==> src/rtl/shift_src_sequencer.sv <==
// Purpose: picks a shift function code and amount from NCH source channels, latches them
//   on start, then drives the shift register through one LOAD cycle and block or bit-step SHIFT cycles.
// Latency: LOAD one cycle after start; DONE after 1 (short path), 2 (block) or 1+amt (step) more cycles.
// Backpressure: none; start is honoured only in IDLE and is dropped otherwise (no queuing).
// Ports:
//   clk, reset     - clock, synchronous active-low reset
//   src            - NCH flattened DW-bit channels, channel i = src[i*DW +: DW]
//   start          - request, sampled only while idle
//   func_sel       - channel whose bits [2:0] give the function code
//   amt_sel        - channel whose bits [AMTW-1:0] give the shift amount
//   step_mode      - 0 = single block shift, 1 = one bit per cycle
//   shift_func     - function code to the shift register (registered)
//   shift_n        - shift amount to the shift register (registered)
//   busy/done/err  - status back to the control unit (registered)
module shift_src_sequencer #(
  parameter int NCH  = 4,
  parameter int DW   = 32,
  parameter int AMTW = 5,
  localparam int SELW = $clog2(NCH)
) (
  input  logic              clk,
  input  logic              reset,
  input  logic [NCH*DW-1:0] src,
  input  logic              start,
  input  logic [SELW-1:0]   func_sel,
  input  logic [SELW-1:0]   amt_sel,
  input  logic              step_mode,
  output logic [2:0]        shift_func,
  output logic [AMTW-1:0]   shift_n,
  output logic              busy,
  output logic              done,
  output logic              err
);

  typedef enum logic [1:0] {IDLE, LOAD, SHIFT, DONE} state_t;

  localparam logic [2:0] F_NOP     = 3'b000;
  localparam logic [2:0] F_LOAD    = 3'b001;
  localparam logic [2:0] F_ILLEGAL = 3'b111;

  state_t          state;
  logic [2:0]      fcode;
  logic [AMTW-1:0] amt;
  logic            mode;
  logic [AMTW-1:0] rem;
  logic            err_flag;

  logic [DW-1:0]   fsrc;
  logic [DW-1:0]   asrc;
  logic            unused_src_bits;

  // Channel select: any select value without a matching channel falls back to channel 0.
  always_comb begin
    fsrc = src[0 +: DW];
    asrc = src[0 +: DW];
    for (int i = 1; i < NCH; i++) begin
      if (func_sel == SELW'(i)) fsrc = src[i*DW +: DW];
      if (amt_sel == SELW'(i))  asrc = src[i*DW +: DW];
    end
  end

  // Only the low bits of each selected channel carry information.
  assign unused_src_bits = ^{fsrc[DW-1:3], asrc[DW-1:AMTW]};

  // Outputs are registered alongside the state: each transition writes the
  // outputs belonging to the state being entered.
  always_ff @(posedge clk) begin
    if (!reset) begin
      state      <= IDLE;
      fcode      <= '0;
      amt        <= '0;
      mode       <= 1'b0;
      rem        <= '0;
      err_flag   <= 1'b0;
      shift_func <= F_NOP;
      shift_n    <= '0;
      busy       <= 1'b0;
      done       <= 1'b0;
      err        <= 1'b0;
    end else begin
      shift_func <= F_NOP;
      shift_n    <= '0;
      busy       <= 1'b0;
      done       <= 1'b0;
      err        <= 1'b0;
      case (state)
        IDLE: begin
          if (start) begin
            fcode      <= fsrc[2:0];
            amt        <= asrc[AMTW-1:0];
            mode       <= step_mode;
            rem        <= asrc[AMTW-1:0];
            state      <= LOAD;
            shift_func <= F_LOAD;
            busy       <= 1'b1;
          end
        end
        LOAD: begin
          if (fcode == F_ILLEGAL) begin
            // err_flag is set for bookkeeping; the DONE-cycle err output is written directly here.
            err_flag <= 1'b1;
            state    <= DONE;
            done     <= 1'b1;
            err      <= 1'b1;
          end else if (fcode == F_NOP || fcode == F_LOAD || amt == '0) begin
            state <= DONE;
            done  <= 1'b1;
            err   <= err_flag;
          end else begin
            state      <= SHIFT;
            shift_func <= fcode;
            shift_n    <= mode ? AMTW'(1) : amt;
            busy       <= 1'b1;
          end
        end
        SHIFT: begin
          // rem starts at amt (>= 1 here), so step mode spends exactly amt cycles in SHIFT.
          if (!mode || rem == AMTW'(1)) begin
            state <= DONE;
            done  <= 1'b1;
            err   <= err_flag;
          end else begin
            rem        <= rem - AMTW'(1);
            shift_func <= fcode;
            shift_n    <= AMTW'(1);
            busy       <= 1'b1;
          end
        end
        DONE: begin
          err_flag <= 1'b0;
          state    <= IDLE;
        end
        default: state <= IDLE;
      endcase
    end
  end

endmodule

==> config.mk <==
export PLATFORM = sky130hd
export DESIGN_NAME = shift_src_sequencer
export DESIGN_NICKNAME = d
export VERILOG_FILES = /design/src/rtl/shift_src_sequencer.sv
export SDC_FILE = /design/constraint.sdc
export NUM_CORES = 1
export LEC_CHECK = 0
export CAP_MARGIN = 30
export CORE_AREA = 2 2 57 59
export DETAILED_ROUTE_END_ITERATION = 8
export DIE_AREA = 0 0 59 61
export DONT_BUFFER_PORTS = 1
export PLACE_DENSITY = 0.72
export SYNTH_ARGS = -nofsm -noshare
export SYNTH_HDL_FRONTEND = slang
export SYNTH_SLANG_ARGS = --single-unit
==> constraint.sdc <==
create_clock -name clk -period 2.47 [get_ports clk]
set_clock_uncertainty 0.15 [all_clocks]
set_input_delay 0.247 -clock clk [delete_from_list [all_inputs] [get_ports clk]]
set_output_delay 0.247 -clock clk [all_outputs]
set_load 0.02 [all_outputs]
# Word-level counts from Yosys, hierarchy flattened
# Cells that the tools add are included.
[word_totals]
ff_bits = 28
latch_bits = 0
mem_bits_rw = 0
rom_bits = 0
output_inout_bits = 11
wordCells = 80
mem_count = 0
[classes]
n_addsub = 1
mul = 0
div = 0
n_lt_le_gt_ge = 0
n_eq_ne = 16
shift = 0
mux = 39
bitwise = 0
n_reduce_logical = 13
[op_table]
columns = ["operator", "count"]
rows = [
  ["2-to-1 mux 5 bit", 8],
  ["one-hot mux 5 bit (2 select lines)", 2],
  ["2-to-1 mux 3 bit", 6],
  ["2-to-1 mux 1 bit", 15],
  ["equality test 2 bit, second input constant", 6],
  ["one-hot mux 3 bit (3 select lines)", 1],
  ["inequality test 2 bit, second input constant", 4],
  ["one-hot mux 2 bit (4 select lines)", 1],
  ["equality test 2 x 1 -> 1 bit, second input constant", 3],
  ["one-hot mux 1 bit (2 select lines)", 3],
  ["AND reduction 2 bit", 3],
  ["equality test 5 x 1 -> 1 bit, second input constant", 1],
  ["logical NOT 5 bit", 1],
  ["subtractor 5 x 1 -> 5 bit, second input constant", 1],
  ["2-to-1 mux 2 bit", 2],
  ["nonzero test 2 bit", 2],
  ["equality test 3 x 1 -> 1 bit, second input constant", 1],
  ["equality test 3 bit, second input constant", 1],
  ["logical NOT 3 bit", 1],
  ["logical OR 1 bit", 3],
  ["one-hot mux 1 bit (3 select lines)", 1],
  ["AND reduction 3 bit", 1],
  ["logical NOT 2 bit", 1],
  ["logical NOT 1 bit", 1],
]

# Depth between registers and ports, before layout
# Gate-level depths: netlist of run 1.
[logic_depth]
depth_word = 6
depth_mapped = 7
mapped_depth_nobuf = 6

# Least setup slack after synthesis of run 1
# No wires, ideal clock.
[synth_path]
path_kind = "reg2reg"
from = "reg rem[0]"
to = "reg rem[1]"
setup_ns = 0.119
t_arrival_ns = 1.514
required_ns = 2.201
slack_ns = 0.688
stages_incl_launch_ff = 5
path_buffers = 0
synth_period_minus_slack_ns = 1.782
cell_sequence = "dfxtp_1 -> ha_1 -> or4b_4 -> o211a_4 -> o221a_2"
[synth_between]
elab_chain_cells = 4
word_cells_on_any_way = 7
classes_between = "1 x add/sub; 2 x eq/ne; 2 x mux; 2 x reduce/logical"
[synth_lines]
columns = ["element", "line_no", "text"]
rows = [
  ["from (decl)", "45", "logic [AMTW-1:0] rem;"],
  ["from (signal assigned)", "92", "rem <= asrc[AMTW-1:0];"],
  ["from (signal assigned)", "123", "rem <= rem - AMTW'(1);"],
  ["parallel branches: the longest is 4 deep, another holds subtractor 5 x 1 -> 5 bit", "n/a", ""],
]
# Several ways; the timed one is not identified. The select of a mux whose other input is x is not followed.
# A chain may end at the register's enable or synchronous reset.

# Worst setup path in the final report of run 1
[layout_path]
from = "reg state[0]"
to = "reg rem[2]"
[layout_between]
elab_chain_cells = 3
word_cells_on_any_way = 7
classes_between = "3 x eq/ne; 1 x mux; 3 x reduce/logical"
[layout_lines]
columns = ["element", "line_no", "text"]
rows = [
  ["from (decl)", "41", "state_t state;"],
  ["from (signal assigned)", "69", "state <= IDLE;"],
  ["from (signal assigned)", "93", "state <= LOAD;"],
  ["from (signal assigned)", "102", "state <= DONE;"],
  ["equality test 2 bit or logical NOT 2 bit (tied branches)", "86", "case (state)"],
  ["inequality test 2 bit (no line) or nonzero test 2 bit (tied branches)", "n/a", ""],
  ["AND reduction 3 bit (no line)", "n/a", ""],
]
# Several ways; a longest one is shown, not always the timed one.

==> results.sh, run 1 <==
export IMPL_tritoncts="built"
export IMPL_arrival_ns=2.14
export IMPL_syn_area_per_cell_um2=9.51
export IMPL_ys_top_cells_by_area="dfxtp_1 38%, mux4_2 12%, nand2_1 7.3%"
export IMPL_dp_hpwl_um=2270
export IMPL_clock_sinks=28
export IMPL_min_period_ns=2.07
export IMPL_port_buffers=0
export IMPL_drt_pass1_iter_count=4
export IMPL_rsz0062_at_grt="no"
export IMPL_cp_slowest_stage_delay_ns=0.45
export IMPL_maxSlewHeadroom_pct=58.2
export IMPL_power_density_nw_per_um2=1000
export IMPL_core_area_um2=2950
export IMPL_ctsHtreeMaxLevel=1
export IMPL_synth_cell_types=39
export IMPL_start_util_pct=50.6
export IMPL_grt_max_degree=21
export IMPL_path_max_fanout=11
export IMPL_holdPathStages=3
export IMPL_synth_seq_cells=28
export IMPL_placementRows=20
export IMPL_ir_drop_v=0.000475
export IMPL_setup_violations=0
export IMPL_outcome="finished clean"
export IMPL_hold_violations=0
export IMPL_synth_warnings=0
export IMPL_antenna_found_initial=0
export IMPL_max_freq_ghz=0.482
export IMPL_cap_violations=0
export IMPL_drive_above_1_share_pct=12.7
export IMPL_grt_use_total_pct=17.4
export IMPL_grt_overflow_total=0
export IMPL_grt_pass1_vias=1129
export IMPL_path_clk_slew_ns=0.15
export IMPL_synth_async_reset_ratio_pct=0
export IMPL_cp_depth=6
export IMPL_cts_root_buffer="clkbuf_4"
export IMPL_tightest_slew_ns=0.626
export IMPL_setup_tns_ns=0
export IMPL_syn_area_um2=1490
export IMPL_fp_dieH_um=61
export IMPL_end_kind="register"
export IMPL_slowest_stage="dfxtp_1"
export IMPL_yosysTopAreaCellShare_pct=37.6
export IMPL_area_growth_pct=6.04
export IMPL_ios=147
export IMPL_via_count=1134
export IMPL_viasPerCell=5.97
export IMPL_worst_path_most_repeated_cell="inv_1"
export IMPL_syn_nets=301
export IMPL_synth_main_ff_cell="dfxtp_1"
export IMPL_p_leak_nw=0.607
export IMPL_fin_nets=302
export IMPL_fin_crit_sh_pct=83.9
export IMPL_path_cells="inv_1 > ha_1 > inv_1 > o211a_4 > a21boi_0 > o22ai_1"
export IMPL_die_area_um2=3600
export IMPL_synth_edf_count=0
export IMPL_timing_worst_setup_path_type="reg -> reg"
export IMPL_slew_violations=0
export IMPL_cp_required_ns=2.53
export IMPL_grt_pass1_wl_um=4750
export IMPL_crit_buf_inv=2
export IMPL_routabilityCongestion=0.767
export IMPL_clk_latency_ns=0.32
export IMPL_drc=0
export IMPL_start_kind="register"
export IMPL_numCtsBuffers=3
export IMPL_hold_class="in -> reg"
export IMPL_antenna_cells=0
export IMPL_fill_cells=286
export IMPL_wl_per_cell_um=15.5
export IMPL_antenna_left=0
export IMPL_ys_seq_area_share_pct=37.6
export IMPL_dieWidth_um=59
export IMPL_p_total_mw=1.59
export IMPL_drt_total_wl_um=2940
export IMPL_crit_family="compound AO/OA/AOI/OAI gates"
export IMPL_drtIter0Drc=26
export IMPL_cts_max_path_buffers=2
export IMPL_postCtsSetupRepairBufs=0
export IMPL_synth_cells=157
export IMPL_reg2regPathDepth=6
export IMPL_yosysTopAreaCell="dfxtp_1"
[stage by stage]
step                hold slack, ns  utilization [%]  worst slack [ns]  instances  instance area, um^2
floorplan                    0.242                -             0.688        157                 1490
global placement             0.218             51.1             0.525        184                 1510
detailed placement           0.225             51.1             0.419        184                 1510
CTS                         0.0457             53.6             0.402        190                 1580
global route                0.0409             53.6             0.183        190                 1580
finish                      0.0548             53.6             0.397        190                 1580
[area by class of cell]
| cell class | count | area [um^2] | share of cell area, % |
|---|---|---|---|
| Multi-Input combinational cell | 116 | 882 | 55.7 |
| Sequential cell | 28 | 561 | 35.4 |
| Tap cell | 33 | 41.3 | 2.61 |
| Clock inverter | 1 | 30.0 | 1.90 |
| Inverter | 7 | 26.3 | 1.66 |
| Clock buffer | 3 | 22.5 | 1.42 |
| Timing Repair Buffer | 2 | 20.0 | 1.26 |
[where the power goes]
group / total (mW) / switching, mW / internal, mW
Clock: 0.294 / 0.130 / 0.164
Sequential: 0.664 / 0.118 / 0.545
Combinational: 0.631 / 0.349 / 0.282
[state kept, by name, summed over array words and instances, names as in the netlist, 2 cells and up]
signal	count
rem	5
state	2
shift_n	5
amt	5
shift_func	3
fcode	3
[kinds of logic after synthesis]
kind of cell | synth area share, %
xor+xnor | 0.587
mux | 14.2
flops | 37.6
fa+ha+maj | 6.71
compound gates | 18.4
buf+inv | 3.35
simple gates | 19.2
[synth_stat cells (all sizes together) (3+ instances only)]
cell type / number
o21ai: 5
clkbuf: 5
a21boi: 13
and2: 4
mux4: 8
inv: 7
nand3: 3
and3: 4
nand2: 29
dfxtp: 28
a21oi: 4
nor2: 10
ha: 8
[final timing paths]
path              slack [ns]                   from                       end
setup / recovery        0.40  state[0]$_SDFFE_PN0P_       rem[2]$_SDFFE_PN0P_
hold / removal          0.05                  reset  shift_func[2]$_SDFF_PN0_
setup reg to reg        0.40  state[0]$_SDFFE_PN0P_       rem[2]$_SDFFE_PN0P_
hold reg to reg         0.34    amt[2]$_SDFFE_PN0P_       amt[2]$_SDFFE_PN0P_
[per-layer routing]
| metal | GRT usage (%) | wire, um |
|---|---|---|
| met5 | 0 | 0 |
| met4 | 5.84 | 40 |
| met3 | 3.84 | 182 |
| met2 | 30.3 | 1450 |
| met1 | 21.5 | 1260 |
[repair_timing]
action / in CTS / in global routing
hold buffers: 2 / 0
gates resized for setup: 0 / 0
endpoints found under the hold margin: 20 / 0
[layout by cell type, fill, tap and decap left out, types with 3 or more instances in the layout]
cell	n
a21boi_0	13
a21oi_1	4
and2_1	4
and3_1	4
clkbuf_4	3
dfxtp_1	28
ha_1	8
inv_1	7
mux4_2	8
nand2_1	29
nand3_1	3
nor2_1	10
o21ai_0	5
[worst register-to-register path, cell delays in order (launching register included)]
cell	delay [ns]
dfxtp_1	0.45
inv_1	0.13
ha_1	0.32
inv_1	0.31
o211a_4	0.27
a21boi_0	0.21
o22ai_1	0.13
(Power assumes the default switching activity.)
==> run 2: changes to the inputs <==
clock period = 1.95 ns   (was 2.47 ns; I/O delays follow)
==> run 2 against run 1 <==
Net effect: sequential power increased by 26%; flip-flop and latch count unchanged; register-to-register slack got worse by 0.32 ns; sequential share of layout area decreased by 0.75 points; via count increased by 0.18%; non-clock buffer count increased by 3; wire length decreased by 1.8%; largest power group is now combinational logic; core utilization increased by 1.5 points; design area increased by 2.8%; die area unchanged; highest routed layer unchanged; hold slack got worse by 0.020 ns; power increased by 32%.
==> results.sh, run 2 (synthesized netlist as in run 1, its figures left out) <==
export IMPL_outcome="finished clean"
export IMPL_use_met3_pct=3.84
export IMPL_fp_dieH_um=61
export IMPL_grt_pass1_wl_um=4800
export IMPL_hold_start="start"
export IMPL_path_clk_slew_ns=0.15
export IMPL_fin_crit_sh_pct=96.2
export IMPL_clock_sinks=28
export IMPL_tritoncts="built"
export IMPL_biggestRegsByFlops="amt (5), rem (5), shift_n (5)"
export IMPL_setup_tns_ns=0
export IMPL_drive_above_1_share_pct=17.5
export IMPL_grt_pass1_vias=1166
export IMPL_end_kind="register"
export IMPL_wl_per_cell_um=15.0
export IMPL_slew_violations=0
export IMPL_antenna_left=0
export IMPL_port_buffers=0
export IMPL_regArea_um2=564
export IMPL_hold_violations=0
export IMPL_p_int_mw=1.31
export IMPL_cap_violations=0
export IMPL_power_density_nw_per_um2=1290
export IMPL_multiInputGateArea_um2=901
export IMPL_cts_root_buffer="clkbuf_4"
export IMPL_clk_latency_ns=0.33
export IMPL_postCtsSetupRepairBufs=0
export IMPL_die_area_um2=3600
export IMPL_start_kind="register"
export IMPL_slowest_stage="or4b_4"
export IMPL_crit_family="compound AO/OA/AOI/OAI gates"
export IMPL_p_leak_nw=0.625
export IMPL_dp_hpwl_um=2270
export IMPL_rr_endpoint="rem[1]$_SDFFE_PN0P_"
export IMPL_tightest_slew_ns=0.664
export IMPL_grt_use_total_pct=17.5
export IMPL_viasPerCell=5.89
export IMPL_ir_drop_v=0.000769
export IMPL_grt_overflow_total=0
export IMPL_max_freq_ghz=0.533
export IMPL_mostFrequentLayoutCell="nand2_1"
export IMPL_drt_pass1_iter_count=4
export IMPL_core_area_um2=2950
export IMPL_path_cells="inv_2 > ha_1 > or4b_4 > o211a_4 > o221a_2"
export IMPL_cp_required_ns=2.04
export IMPL_maxSlewHeadroom_pct=55.6
export IMPL_arrival_ns=1.97
export IMPL_holdPathStages=3
export IMPL_drtIter0Drc=27
export IMPL_rrSetupSlack_ns=0.07
export IMPL_area_growth_pct=9.05
export IMPL_fin_nets=305
export IMPL_busiest_layer="met2"
export IMPL_grt_util_met1_pct=20.1
export IMPL_antenna_cells=0
export IMPL_antenna_found_initial=0
export IMPL_swShare_pct=37.6
export IMPL_timing_worst_setup_path_type="reg -> reg"
export IMPL_placementRows=20
export IMPL_layout_common_cells="29 x nand2_1, 25 x dfxtp_1, 13 x a21boi_0"
export IMPL_setup_violations=0
export IMPL_start_util_pct=50.6
export IMPL_ctsHtreeMaxLevel=1
export IMPL_dieWidth_um=59
export IMPL_min_period_ns=1.88
export IMPL_via_count=1136
export IMPL_hold_class="in -> reg"
export IMPL_routabilityCongestion=0.774
export IMPL_rsz0062_at_grt="no"
export IMPL_fill_cells=283
export IMPL_timing_rr_start="rem[1]$_SDFFE_PN0P_"
export IMPL_ios=147
export IMPL_combPwrFrac_pct=41.9
export IMPL_grt_max_degree=22
export IMPL_cts_max_path_buffers=2
export IMPL_holdPathEnd="state[0]$_SDFFE_PN0P_"
export IMPL_final_cells=193
export IMPL_placed_cells=187
export IMPL_path_max_fanout=7
export IMPL_cp_slowest_stage_delay_ns=0.50
export IMPL_p_sw_mw=0.789
export IMPL_crit_buf_inv=1
export IMPL_drc=0
export IMPL_use_met2_pct=32.9
export IMPL_reg2regPathDepth=5
export IMPL_clkPwrFrac_pct=18.2
export IMPL_seq_power_share_pct=39.8
export IMPL_numCtsBuffers=3
export IMPL_drt_total_wl_um=2890
run 2: timing repair:
action	in CTS	in global routing
resized for setup	0	6
hold buffers	2	0
endpoints found under the hold margin	23	0
endpoints found under the setup margin	0	7
run 2: power by group through the flow:
stage	Clock (mW)	Combinational (mW)	Sequential [mW]
after detailed placement	0	0.834	0.837
after global routing	0.407	0.981	0.856
after global placement	0	0.798	0.829
after floorplan	0	0.667	0.814
final	0.382	0.880	0.836
after CTS	0.389	0.850	0.823
run 2: per-layer routing:
metal	vias to the layer above	routed length (um)
li1	565	-
met1	517	1220
met2	50	1440
met3	4	204
met4	0	21
met5	-	0
run 2: cell type report:
cell class	count	share of cell area, %
flip-flops and latches	28	34.7
clock inverters	1	1.84
repair buffers	5	2.61
clock buffers	3	1.38
multi-input cells	116	55.3
inverters	7	1.61
well taps	33	2.54
run 2: how the worst max path moves through the flow:
stage / slack [ns] / end / cells after the start / start
global placement: 0.09 / state[1]$_SDFFE_PN0P_ / 5 / rem[0]$_SDFFE_PN0P_
CTS: 0.04 / rem[2]$_SDFFE_PN0P_ / 6 / state[1]$_SDFFE_PN0P_
finish: 0.07 / rem[1]$_SDFFE_PN0P_ / 5 / rem[1]$_SDFFE_PN0P_
global route: 0.009 / rem[1]$_SDFFE_PN0P_ / 5 / rem[1]$_SDFFE_PN0P_
detailed placement: 0.07 / rem[2]$_SDFFE_PN0P_ / 6 / state[1]$_SDFFE_PN0P_
floorplan: 0.17 / rem[1]$_SDFFE_PN0P_ / 4 / rem[0]$_SDFFE_PN0P_
run 2: per-stage QoR:
step | utilization [%] | cell area [um^2] | power [mW] | worst slack (ns) | hold slack [ns]
4_1_cts | 54.4 | 1610 | 2.06 | 0.0415 | 0.0146
6_report | 55.1 | 1630 | 2.10 | 0.0731 | 0.0348
3_5_place_dp | 51.9 | 1530 | 1.67 | 0.0657 | 0.174
2_1_floorplan | - | 1490 | 1.48 | 0.168 | 0.190
5_1_grt | 55.1 | 1630 | 2.24 | 0.00947 | 0.0418
3_3_place_gp | 51.9 | 1530 | 1.63 | 0.0886 | 0.166
run 2: worst reg2reg max path: stages (launching register included):
cell     delay, ns
dfxtp_2       0.37
inv_2         0.06
ha_1          0.13
or4b_4        0.50
o211a_4       0.31
o221a_2       0.27
==> run 3: changes to the inputs <==
--- a/config.mk
+++ b/config.mk
@@ -6,10 +6,11 @@
 export NUM_CORES = 1
 export LEC_CHECK = 0
+export ABC_CLOCK_PERIOD_IN_PS = 1950
 export CAP_MARGIN = 30
-export CORE_AREA = 2 2 57 59
+export CORE_MARGIN = 3
+export CORE_UTILIZATION = 55
 export DETAILED_ROUTE_END_ITERATION = 8
-export DIE_AREA = 0 0 59 61
 export DONT_BUFFER_PORTS = 1
-export PLACE_DENSITY = 0.72
+export PLACE_DENSITY = 0.77
 export SYNTH_ARGS = -nofsm -noshare
 export SYNTH_HDL_FRONTEND = slang
--- a/constraint.sdc
+++ b/constraint.sdc
@@ -3,3 +3,3 @@
 set_input_delay 0.195 -clock clk [delete_from_list [all_inputs] [get_ports clk]]
 set_output_delay 0.195 -clock clk [all_outputs]
-set_load 0.02 [all_outputs]
+set_load 0.05 [all_outputs]
==> run 3 against run 2 <==
Net effect: non-clock buffer count increased by 2; maximum frequency increased by 1.5%; sequential share of layout area decreased by 0.19 points; final cell count decreased by 0.52%; wire length increased by 5.6%; design area increased by 0.54%; die area decreased by 6.2%; combinational power increased by 4.8%; global-route usage increased by 2.5 points; power increased by 3.7%; critical endpoint unchanged.
==> results.sh, run 3 (synthesized netlist as in run 1, its figures left out) <==
export IMPL_drc=0
export IMPL_placementRows=18
export IMPL_via_count=1144
export IMPL_wl_per_cell_um=15.9
export IMPL_grt_max_degree=22
export IMPL_timing_rr_start="rem[1]$_SDFFE_PN0P_"
export IMPL_clock_sinks=28
export IMPL_timing_worst_setup_path_type="reg -> reg"
export IMPL_power_density_nw_per_um2=1330
export IMPL_min_period_ns=1.85
export IMPL_hold_start="reset"
export IMPL_die_area_um2=3380
export IMPL_place_area_um2=1540
export IMPL_clk_latency_ns=0.33
export IMPL_cp_slowest_stage_delay_ns=0.50
export IMPL_final_area_um2=1640
export IMPL_path_max_fanout=7
export IMPL_drt_total_wl_um=3050
export IMPL_outcome="finished clean"
export IMPL_mostFrequentLayoutCell="nand2_1"
export IMPL_grt_overflow_total=0
export IMPL_maxSlewHeadroom_pct=53.6
export IMPL_holdPathEnd="shift_n[0]$_SDFF_PN0_"
export IMPL_crit_family="compound AO/OA/AOI/OAI gates"
export IMPL_drtIter0Drc=25
export IMPL_viasPerCell=5.96
export IMPL_routabilityCongestion=0.824
export IMPL_ios=147
export IMPL_path_clk_slew_ns=0.15
export IMPL_rrSetupSlack_ns=0.10
export IMPL_p_total_mw=2.17
export IMPL_arrival_ns=1.99
export IMPL_crit_buf_inv=1
export IMPL_fill_cells=208
export IMPL_slew_violations=0
export IMPL_dp_hpwl_um=2310
export IMPL_path_cells="inv_2 > ha_2 > or4b_4 > o211a_4 > o21ai_0 > o221a_2"
export IMPL_drt_pass1_iter_count=4
export IMPL_setup_violations=0
export IMPL_grt_use_total_pct=20.0
export IMPL_end_kind="register"
export IMPL_antenna_cells=0
export IMPL_layout_common_cells="29 x nand2_1, 25 x dfxtp_1, 11 x a21boi_0"
export IMPL_ctsHtreeMaxLevel=1
export IMPL_holdPathStages=3
export IMPL_grt_pass1_wl_um=5230
export IMPL_max_freq_ghz=0.541
export IMPL_antenna_found_initial=0
export IMPL_cap_violations=0
export IMPL_grt_pass1_vias=1217
export IMPL_cts_max_path_buffers=2
export IMPL_port_buffers=0
export IMPL_reg2regPathDepth=6
export IMPL_slowest_stage="or4b_4"
export IMPL_biggestRegsByFlops="amt (5), rem (5), shift_n (5)"
export IMPL_hold_violations=0
export IMPL_drive_above_1_share_pct=19.1
export IMPL_numCtsBuffers=3
export IMPL_tightest_slew_ns=0.693
export IMPL_ir_drop_v=0.00100
export IMPL_area_growth_pct=9.64
export IMPL_antenna_left=0
export IMPL_tritoncts="built"
export IMPL_hold_class="in -> reg"
export IMPL_dieWidth_um=58.1
export IMPL_start_util_pct=59.2
export IMPL_fin_nets=307
export IMPL_cp_required_ns=2.09
export IMPL_rr_endpoint="rem[1]$_SDFFE_PN0P_"
export IMPL_cts_root_buffer="clkbuf_4"
export IMPL_p_leak_nw=0.632
export IMPL_fin_crit_sh_pct=94.9
export IMPL_multiInputGateArea_um2=898
export IMPL_core_area_um2=2520
export IMPL_regArea_um2=564
export IMPL_start_kind="register"
export IMPL_fp_dieH_um=58.1
run 3: cell count changes in the layout (fill, tap and decap cells not counted), sizes merged:
cell and delta:
buf +2
run 3: power breakdown:
group          total [mW]  switching [mW]  internal, mW
combinational       0.922           0.494         0.428
clock               0.383           0.175         0.208
sequential          0.870           0.173         0.697
run 3: cell type report:
cell class	count	share of cell area (%)
timing repair buffer	7	3.52
multi-input combinational	116	54.9
clock inverter	1	1.83
tap	30	2.29
clock buffer	3	1.38
inverter	7	1.61
sequential	28	34.5
run 3: metal layers:
layer / vias to the layer above / part of all wire, % / track usage (%)
met5: - / 0 / 0
met4: 0 / 1.3 / 7.95
met3: 5 / 6.4 / 4.23
met2: 37 / 49 / 35.5
met1: 532 / 44 / 23.4
li1: 570 / - / -
run 3: worst max-delay path by stage:
stage,start,to,depth (start not counted)
after floorplan,rem[0]$_SDFFE_PN0P_,rem[1]$_SDFFE_PN0P_,4
after global placement,rem[1]$_SDFFE_PN0P_,state[1]$_SDFFE_PN0P_,6
after detailed placement,state[1]$_SDFFE_PN0P_,rem[2]$_SDFFE_PN0P_,6
after CTS,state[1]$_SDFFE_PN0P_,rem[4]$_SDFFE_PN0P_,6
after global routing,state[0]$_SDFFE_PN0P_,rem[1]$_SDFFE_PN0P_,6
final,rem[1]$_SDFFE_PN0P_,rem[1]$_SDFFE_PN0P_,6
run 3: through the flow:
step	hold WS, ns	setup slack, ns	TNS, ns	utilization (%)	cells
floorplan	0.190	0.168	0	-	157
global placement	0.168	0.117	0	60.9	185
detailed placement	0.172	0.0619	0	60.9	185
CTS	0.00553	0.0524	0	63.8	191
global route	0.0408	-0.00360	-0.00566	64.9	192
finish	0.0189	0.100	0	64.9	192
run 3: worst reg2reg max path, stage by stage, from the launching register on:
cell and delay [ns]:
dfxtp_2 0.35, inv_2 0.05, ha_2 0.14, or4b_4 0.50, o211a_4 0.29, o21ai_0 0.10
o221a_2 0.21
run 3: timing repair:
action,CTS,global route
setup endpoints to repair,0,7
buffers inserted,0,1
endpoints found under the hold margin,23,0
resized for setup,0,9
hold buffers,2,0
